**config.mk**
```make
export PLATFORM = sky130hd
export DESIGN_NAME = br_lite_tx_if
export DESIGN_NICKNAME = d
export VERILOG_FILES = /design/src/rtl/br_lite_tx_if.sv
export SDC_FILE = /design/constraint.sdc
export NUM_CORES = 1
export LEC_CHECK = 0
export BUFFER_PORTS_ARGS = -buffer_cell sky130_fd_sc_hd__buf_2
export CAP_MARGIN = 15
export CORE_UTILIZATION = 30
export DETAILED_ROUTE_END_ITERATION = 16
export GPL_ROUTABILITY_DRIVEN = 0
export PLACE_DENSITY = 0.56
export SYNTH_ARGS = -nofsm -noshare
export SYNTH_HDL_FRONTEND = slang
export SYNTH_SLANG_ARGS = --single-unit
```
**constraint.sdc**
```tcl
create_clock -name clk -period 2.4 [get_ports clk]
set_input_delay 0.24 -clock clk [delete_from_list [all_inputs] [get_ports clk]]
set_output_delay 0.24 -clock clk [all_outputs]
set_load 0.01 [all_outputs]
```
**src/rtl/br_lite_tx_if.sv**
```systemverilog
// rtl/br_lite_tx_if.sv - per-PE BrLiteNoC injection interface with request FIFO and req/ack handshake
//
// Queues PE service requests in a DEPTH-entry FIFO, stamps each sent message with a
// wrapping sequence id and presents it to the NoC local port one message at a time.
//
// Ports:
//   clk, rst_n                        clock, asynchronous active-low reset
//   in_valid_i / in_ready_o           PE push handshake (in_ready_o == !full)
//   in_src_i, in_tgt_i, in_payload_i, in_svc_i   message fields
//   busy_i                            NoC local slot busy, sampled only in IDLE
//   req_o / ack_i                     NoC request / acknowledge
//   flit_src_o .. flit_id_o           flit fields, held stable while req_o is high
//   count_o                           FIFO occupancy
//   idle_o                            FIFO empty and FSM idle

module br_lite_tx_if #(
    parameter int DEPTH     = 4,
    parameter int SRC_W     = 16,
    parameter int TGT_W     = 16,
    parameter int PAYLOAD_W = 32,
    parameter int SVC_W     = 2,
    parameter int ID_W      = 5
) (
    input  logic                       clk,
    input  logic                       rst_n,
    input  logic                       in_valid_i,
    output logic                       in_ready_o,
    input  logic [SRC_W-1:0]           in_src_i,
    input  logic [TGT_W-1:0]           in_tgt_i,
    input  logic [PAYLOAD_W-1:0]       in_payload_i,
    input  logic [SVC_W-1:0]           in_svc_i,
    input  logic                       busy_i,
    output logic                       req_o,
    input  logic                       ack_i,
    output logic [SRC_W-1:0]           flit_src_o,
    output logic [TGT_W-1:0]           flit_tgt_o,
    output logic [PAYLOAD_W-1:0]       flit_pay_o,
    output logic [SVC_W-1:0]           flit_svc_o,
    output logic [ID_W-1:0]            flit_id_o,
    output logic [$clog2(DEPTH):0]     count_o,
    output logic                       idle_o
);

    localparam int AW = $clog2(DEPTH);
    localparam int CW = AW + 1;

    typedef enum logic [1:0] {
        S_IDLE     = 2'd0,
        S_REQ      = 2'd1,
        S_WAIT_ACK = 2'd2
    } state_t;

    state_t state_q, state_d;

    logic [SRC_W-1:0]     mem_src [DEPTH];
    logic [TGT_W-1:0]     mem_tgt [DEPTH];
    logic [PAYLOAD_W-1:0] mem_pay [DEPTH];
    logic [SVC_W-1:0]     mem_svc [DEPTH];

    logic [AW-1:0]   wr_ptr_q;
    logic [AW-1:0]   rd_ptr_q;
    logic [CW-1:0]   count_q;
    logic [ID_W-1:0] id_q;

    logic full;
    logic push;
    logic pop;
    logic load;

    assign full       = (count_q == CW'(DEPTH));
    assign push       = in_valid_i && !full;
    assign in_ready_o = !full;
    assign count_o    = count_q;
    assign req_o      = (state_q == S_REQ);
    assign idle_o     = (count_q == '0) && (state_q == S_IDLE);

    // FIFO storage: no reset needed, validity is tracked by count_q.
    always_ff @(posedge clk) begin
        if (push) begin
            mem_src[wr_ptr_q] <= in_src_i;
            mem_tgt[wr_ptr_q] <= in_tgt_i;
            mem_pay[wr_ptr_q] <= in_payload_i;
            mem_svc[wr_ptr_q] <= in_svc_i;
        end
    end

    // Pointers wrap naturally because DEPTH is a power of two.
    always_ff @(posedge clk or negedge rst_n) begin
        if (!rst_n) begin
            wr_ptr_q <= '0;
            rd_ptr_q <= '0;
            count_q  <= '0;
        end else begin
            if (push) begin
                wr_ptr_q <= wr_ptr_q + AW'(1);
            end
            if (pop) begin
                rd_ptr_q <= rd_ptr_q + AW'(1);
            end
            case ({push, pop})
                2'b10:   count_q <= count_q + CW'(1);
                2'b01:   count_q <= count_q - CW'(1);
                default: count_q <= count_q;
            endcase
        end
    end

    always_ff @(posedge clk or negedge rst_n) begin
        if (!rst_n) begin
            state_q <= S_IDLE;
        end else begin
            state_q <= state_d;
        end
    end

    always_comb begin
        state_d = state_q;
        load    = 1'b0;
        pop     = 1'b0;
        case (state_q)
            S_IDLE: begin
                if ((count_q != '0) && !busy_i) begin
                    load    = 1'b1;
                    state_d = S_REQ;
                end
            end
            S_REQ: begin
                if (ack_i) begin
                    pop     = 1'b1;
                    state_d = S_WAIT_ACK;
                end
            end
            S_WAIT_ACK: begin
                // Going through IDLE after ack falls guarantees req_o stays low
                // in the cycle the ack drops.
                if (!ack_i) begin
                    state_d = S_IDLE;
                end
            end
            default: begin
                state_d = S_IDLE;
            end
        endcase
    end

    // Flit fields are captured once on entry to REQ and then held, so busy_i
    // or pushes during REQ cannot disturb the offered message.
    always_ff @(posedge clk or negedge rst_n) begin
        if (!rst_n) begin
            flit_src_o <= '0;
            flit_tgt_o <= '0;
            flit_pay_o <= '0;
            flit_svc_o <= '0;
            flit_id_o  <= '0;
            id_q       <= '0;
        end else begin
            if (load) begin
                flit_src_o <= mem_src[rd_ptr_q];
                flit_tgt_o <= mem_tgt[rd_ptr_q];
                flit_pay_o <= mem_pay[rd_ptr_q];
                flit_svc_o <= mem_svc[rd_ptr_q];
                flit_id_o  <= id_q;
            end
            if (pop) begin
                id_q <= id_q + ID_W'(1);
            end
        end
    end

endmodule

```
# Word level (Yosys, flattened, before mapping)
# Memory sizes are Yosys's and may differ from the RTL's. A register that Yosys moved wholly into a read port is not among the register bits.
# Cells that the tools add are included.
# op_classes
n_eq_ne	8
mux	11
bitwise_logic	0
div_mod_pow	0
shift	0
mul	0
n_addsub	5
reduce_logical	14
magnitude_cmp	0
# op_table
cell	n
zero test 1 bit	6
two-way mux 1 bit	6
two-way mux 2 bit	3
case mux 2 bit (3 select lines)	1
case mux 3 bit (2 select lines)	1
adder 5 x 1 -> 5 bit, second input constant	1
adder 2 x 1 -> 2 bit, second input constant	2
== test 2 x 1 -> 1 bit, second input constant	2
== test 2 bit, second input constant	2
!= test 2 x 1 -> 1 bit, second input constant	2
adder 3 x 1 -> 3 bit, second input constant	1
== test 3 bit, second input constant	1
logical AND 1 bit	3
zero test 3 bit	1
AND reduction 3 bit	1
nonzero test 3 bit	1
subtractor 3 x 1 -> 3 bit, second input constant	1
zero test 2 bit	1
!= test 2 bit, second input constant	1
nonzero test 2 bit	1
# word_totals
ramBits	264
register_bits	19
input_bits	71
romBits	0
elab_cells	48
latchBits	0
n_memories	4
# memory_table
memory	words	width	rd	rd_ports_with_merged_regs	wr	line_no	source
mem_pay	4	32	1	1	1	57	logic [PAYLOAD_W-1:0] mem_pay [DEPTH];
mem_src	4	16	1	1	1	55	logic [SRC_W-1:0] mem_src [DEPTH];
mem_tgt	4	16	1	1	1	56	logic [TGT_W-1:0] mem_tgt [DEPTH];
mem_svc	4	2	1	1	1	58	logic [SVC_W-1:0] mem_svc [DEPTH];

# Logic depth before layout (Yosys ltp)
# depth
depth_word	5
mapped_depth	9
ltp_nobuf	9

# Least setup slack after synthesis
# No wires, ideal clock.
# synth_path
path_type	register -> register
start	reg count_q[2] (netlist: count_o[2])
end	mem mem_pay[0][0], enable pin
n_path_buf	0
stages_incl_launch_ff	3
arrival_time_ns	2.328
required_ns	1.968
setup_slack_ns	-0.360
path_cell_list	dfrtp_1 or3b_1 and3_1
# synth_via
elab_chain_len	5
# synth_rtl
element	line_no	source
start: declaration	62	logic [CW-1:0] count_q;
start signal: assignment	101	2'b10: count_q <= count_q + CW'(1);
start signal: assignment	102	2'b01: count_q <= count_q - CW'(1);
start signal: assignment	103	default: count_q <= count_q;
== test 3 bit	70	assign full = (count_q == CW'(DEPTH));
zero test 1 bit	-	
net in_ready_o	27	output logic in_ready_o,
logical AND 1 bit	71	assign push = in_valid_i && !full;
two-way mux 1 bit	79	if (push) begin
two-way mux 1 bit (not written as such)	82	mem_pay[wr_ptr_q] <= in_payload_i;
end: declaration	57	
# The timed path passes the listed nets, and every way through them passes these cells.

# Final worst setup path
# layout_path
start	reg count_q[0] (netlist: count_o[0])
end	reg count_q[2] (netlist: count_o[2])
# layout_via
elab_chain_len	5
elab_cells_between_ends	9
cone_classes	add/sub (2); eq/ne (3); mux (1); reduce/logical (3)
# layout_rtl
element	line_no	source
== test 3 bit	70	
zero test 1 bit	71	
logical AND 1 bit	71	
== test 2 x 1 -> 1 bit / == test 2 bit (equally long branches)	100	case ({push, pop})
case mux 3 bit (2 select lines) / nonzero test 2 bit (equally long branches)	-	
# Parallel ways exist; a longest one is shown, timed or not.
# A chain may end at the register's enable or synchronous reset.

==> out/summary.txt <==
First-pass GRT wire length -> 39300 um
Mapped Nets -> 634
Netlist cell types -> 28
Slew Viols, Final -> 0
CP max-delay cell -> dfrtp_1
Vias -> 6146
# IOs -> 148
Starting DRT DRC Count -> 214
Syn_area_per_cell -> 23.1 um2
Post-CTS Setup Repair Bufs -> 0
Initial Util -> 0.305
Floorplan row count -> 75
CTS H-Tree Depth -> 2
Chip width -> 209 um
CTS sink count -> 349
Synth Instances -> 556
Fraction of layout cells with a size suffix above 1 -> 0.449
FMAX -> 454 MHz
# fillers -> 3838
Worst endpoint required time -> 2.86 ns
R2r endpoint -> count_o[2]
Clk buf depth -> 3
Routed Antenna Nets -> 0
Worst skew pair latency -> 0.53 ns
N_diodes -> 0
Post-Syn Area -> 0.0128 mm2
Fin Clk Skew -> 0.00995 ns
DP HPWL -> 15200 um
Status -> finished, final reports clean
Number of synthesized flops with an enable pin -> 264
GRT Util Overall -> 0.119
WHS -> 0.167 ns
FFs w/ async S/R, synth -> 0.244
Setup crit end kind -> flip-flop
CP delay by family, top -> simple AND/OR/NAND/NOR gates
Power Density -> 1250 mW/mm2
First-pass DRT Iterations -> 4
Register bit count reported by yosys -> 349
Clk Tree Root Cell -> clkbuf_16
Post-route DRC -> 0
Peak VDD IR -> 0.657 mV
TNS Setup -> 0 ns
Post-CTS Resized -> 0
Worst-path maximum fanout -> 5
Slew Limit Headroom -> 0.690
Die H -> 209 um
Routed len/inst -> 18.2 um
Post-layout nets -> 892
Leakage -> 6.01 nW
Clock slew at reported path FFs -> 0.06 ns
Die ar. -> 0.0436 mm2
Max Cap Violations -> 0
Largest net degree at the start of global routing -> 39
Gr ovfl total -> 0
Initial antenna violation count -> 0
WS Path Type -> reg2reg
Dpl cells -> 1243
Class of the worst hold path -> in2async
# port buffers -> 147
CP bufs+invs -> 2
TritonCTS buffer count -> 40
Yosys warns -> 0
Final Cycle Share -> 0.917
CP peak stage delay -> 0.42 ns
Worst R2R Path Depth -> 9
Synthesis-to-finish area growth -> 28.6%
CP arrival -> 2.66 ns
Post-Route WL -> 25200 um
Top FF cell, synth -> edfxtp_1
Number of global-route vias before repair -> 6767
Core area -> 0.0420 mm2
Final count of hold timing violations -> 0
Final min period -> 2.20 ns
CTS Hold Bufs -> 68
Vias/cell -> 4.44
Setup Viol. Count Final -> 0
Register area share after synthesis -> 0.783
Area post-placement -> 0.0145 mm2
Unrepaired setup endpoints after global routing -> no
CTS tree -> yes
Final std cells w/o fill -> 1383
Worst R2R Start -> count_o[0]
Startpoint types -> flip-flop
Worst-Margin Slew -> 0.464 ns
FF-to-FF setup slack -> 0.20 ns
Finished Cell Area -> 0.0165 mm2
CP Cell Sequence -> or3b_1 > and2_1 > inv_1 > ha_1 > inv_1 > fa_1 > xor2_1 > nor2_1 > xor2_1
==> worst max-delay path by stage <==
| stage | startpoint | end | slack, ns | cells past startpoint |
|---|---|---|---|---|
| final | count_o[0] | count_o[2] | 0.20 | 9 |
| after global routing | count_o[0] | count_o[2] | 0.09 | 9 |
| after CTS | count_o[0] | count_o[2] | 0.19 | 9 |
| after detailed placement | count_o[0] | count_o[2] | 0.20 | 9 |
| after global placement | count_o[0] | count_o[2] | 0.24 | 9 |
| after floorplan | count_o[0] | count_o[2] | 0.18 | 9 |
==> cell families after synthesis <==
group / after synthesis / share of synthesized area
buffers and inverters: 30 / 0.0129
adders and majority gates: 7 / 0.00741
AOI/OAI and AO/OA: 2 / 0.000974
DFF: 349 / 0.783
xor gates and xnor gates: 10 / 0.00682
and+or+nand+nor: 18 / 0.00838
muxes: 140 / 0.181
==> layout make-up <==
class | count | area, um2 | area share
Clock buffer | 53 | 1110 | 0.0673
Clock inverter | 19 | 179 | 0.0108
Inverter | 7 | 26.3 | 0.00159
Multi-Input combinational cell | 177 | 2650 | 0.160
Sequential cell | 349 | 10100 | 0.609
Tap cell | 539 | 674 | 0.0408
Timing Repair Buffer | 239 | 1810 | 0.110
==> power breakdown <==
group | total, mW | switching [mW] | internal (mW) | leakage (nW)
combinational | 5.74 | 2.64 | 3.09 | 1.96
clock | 5.90 | 2.33 | 3.58 | 0.633
sequential | 9.03 | 0.759 | 8.27 | 3.42
total | 20.7 | 5.73 | 14.9 | 6.01
==> worst register-to-register path: stages (launching register included) <==
cell	delay, ns
dfrtp_1	0.42
or3b_1	0.41
and2_1	0.21
inv_1	0.06
ha_1	0.17
inv_1	0.06
fa_1	0.37
xor2_1	0.15
nor2_1	0.12
xor2_1	0.15
==> sequential cells by signal, indices dropped and copies added, names as in the netlist, 3 cells and up <==
signal / count
mem_pay: 128
mem_src: 64
mem_tgt: 64
flit_pay_o: 32
flit_src_o: 16
flit_tgt_o: 16
mem_svc: 8
flit_id_o: 5
id_q: 5
count_o: 3
==> layout by cell type, fill, tap and decap left out, types with 4 or more instances in the layout <==
cell type      Yosys  routed
and3_4             0       4
buf_12             0      17
buf_2             12     146
buf_4              0       8
clkbuf_1           4       8
clkbuf_16          0      41
clkbuf_8           0       4
clkinv_2           0      10
dfrtp_1           85      83
dlygate4sd3_1      0      68
edfxtp_1         264     264
ha_1               6       6
inv_1              7       7
mux2_2            73      73
mux4_2            66      66
xnor2_1            6       6
xor2_1             4       4
==> synthesized netlist by cell type, types with 2 or more instances <==
master / count / area share
edfxtp_1: 264 / 0.62
dfrtp_1: 85 / 0.17
mux2_2: 73 / 0.064
mux4_2: 66 / 0.12
buf_2: 12 / 0.0047
inv_1: 7 / 0.0020
ha_1: 6 / 0.0058
xnor2_1: 6 / 0.0041
and3_1: 4 / 0.0019
clkbuf_1: 4 / 0.0012
xor2_1: 4 / 0.0027
buf_1: 3 / 0.00088
buf_6: 2 / 0.0018
buf_8: 2 / 0.0023
nand2_1: 2 / 0.00058
nand2b_1: 2 / 0.00097
nand4_1: 2 / 0.00097
nor3_1: 2 / 0.00078
==> metal layers <==
layer	vias up	part of all wire	global-route usage
li1	2763	-	-
met1	3228	0.42	0.145
met2	117	0.51	0.203
met3	38	0.045	0.0313
met4	0	0.024	0.0472
met5	-	0	0
==> through the flow <==
step	worst slack (ns)	util	power (mW)
floorplan	0.177	-	12.7
global placement	0.238	0.346	14.9
detailed placement	0.201	0.346	15.0
CTS	0.188	0.393	21.1
global route	0.0893	0.393	21.8
finish	0.199	0.393	20.7
Note: power is estimated with default switching activity, not from simulation.
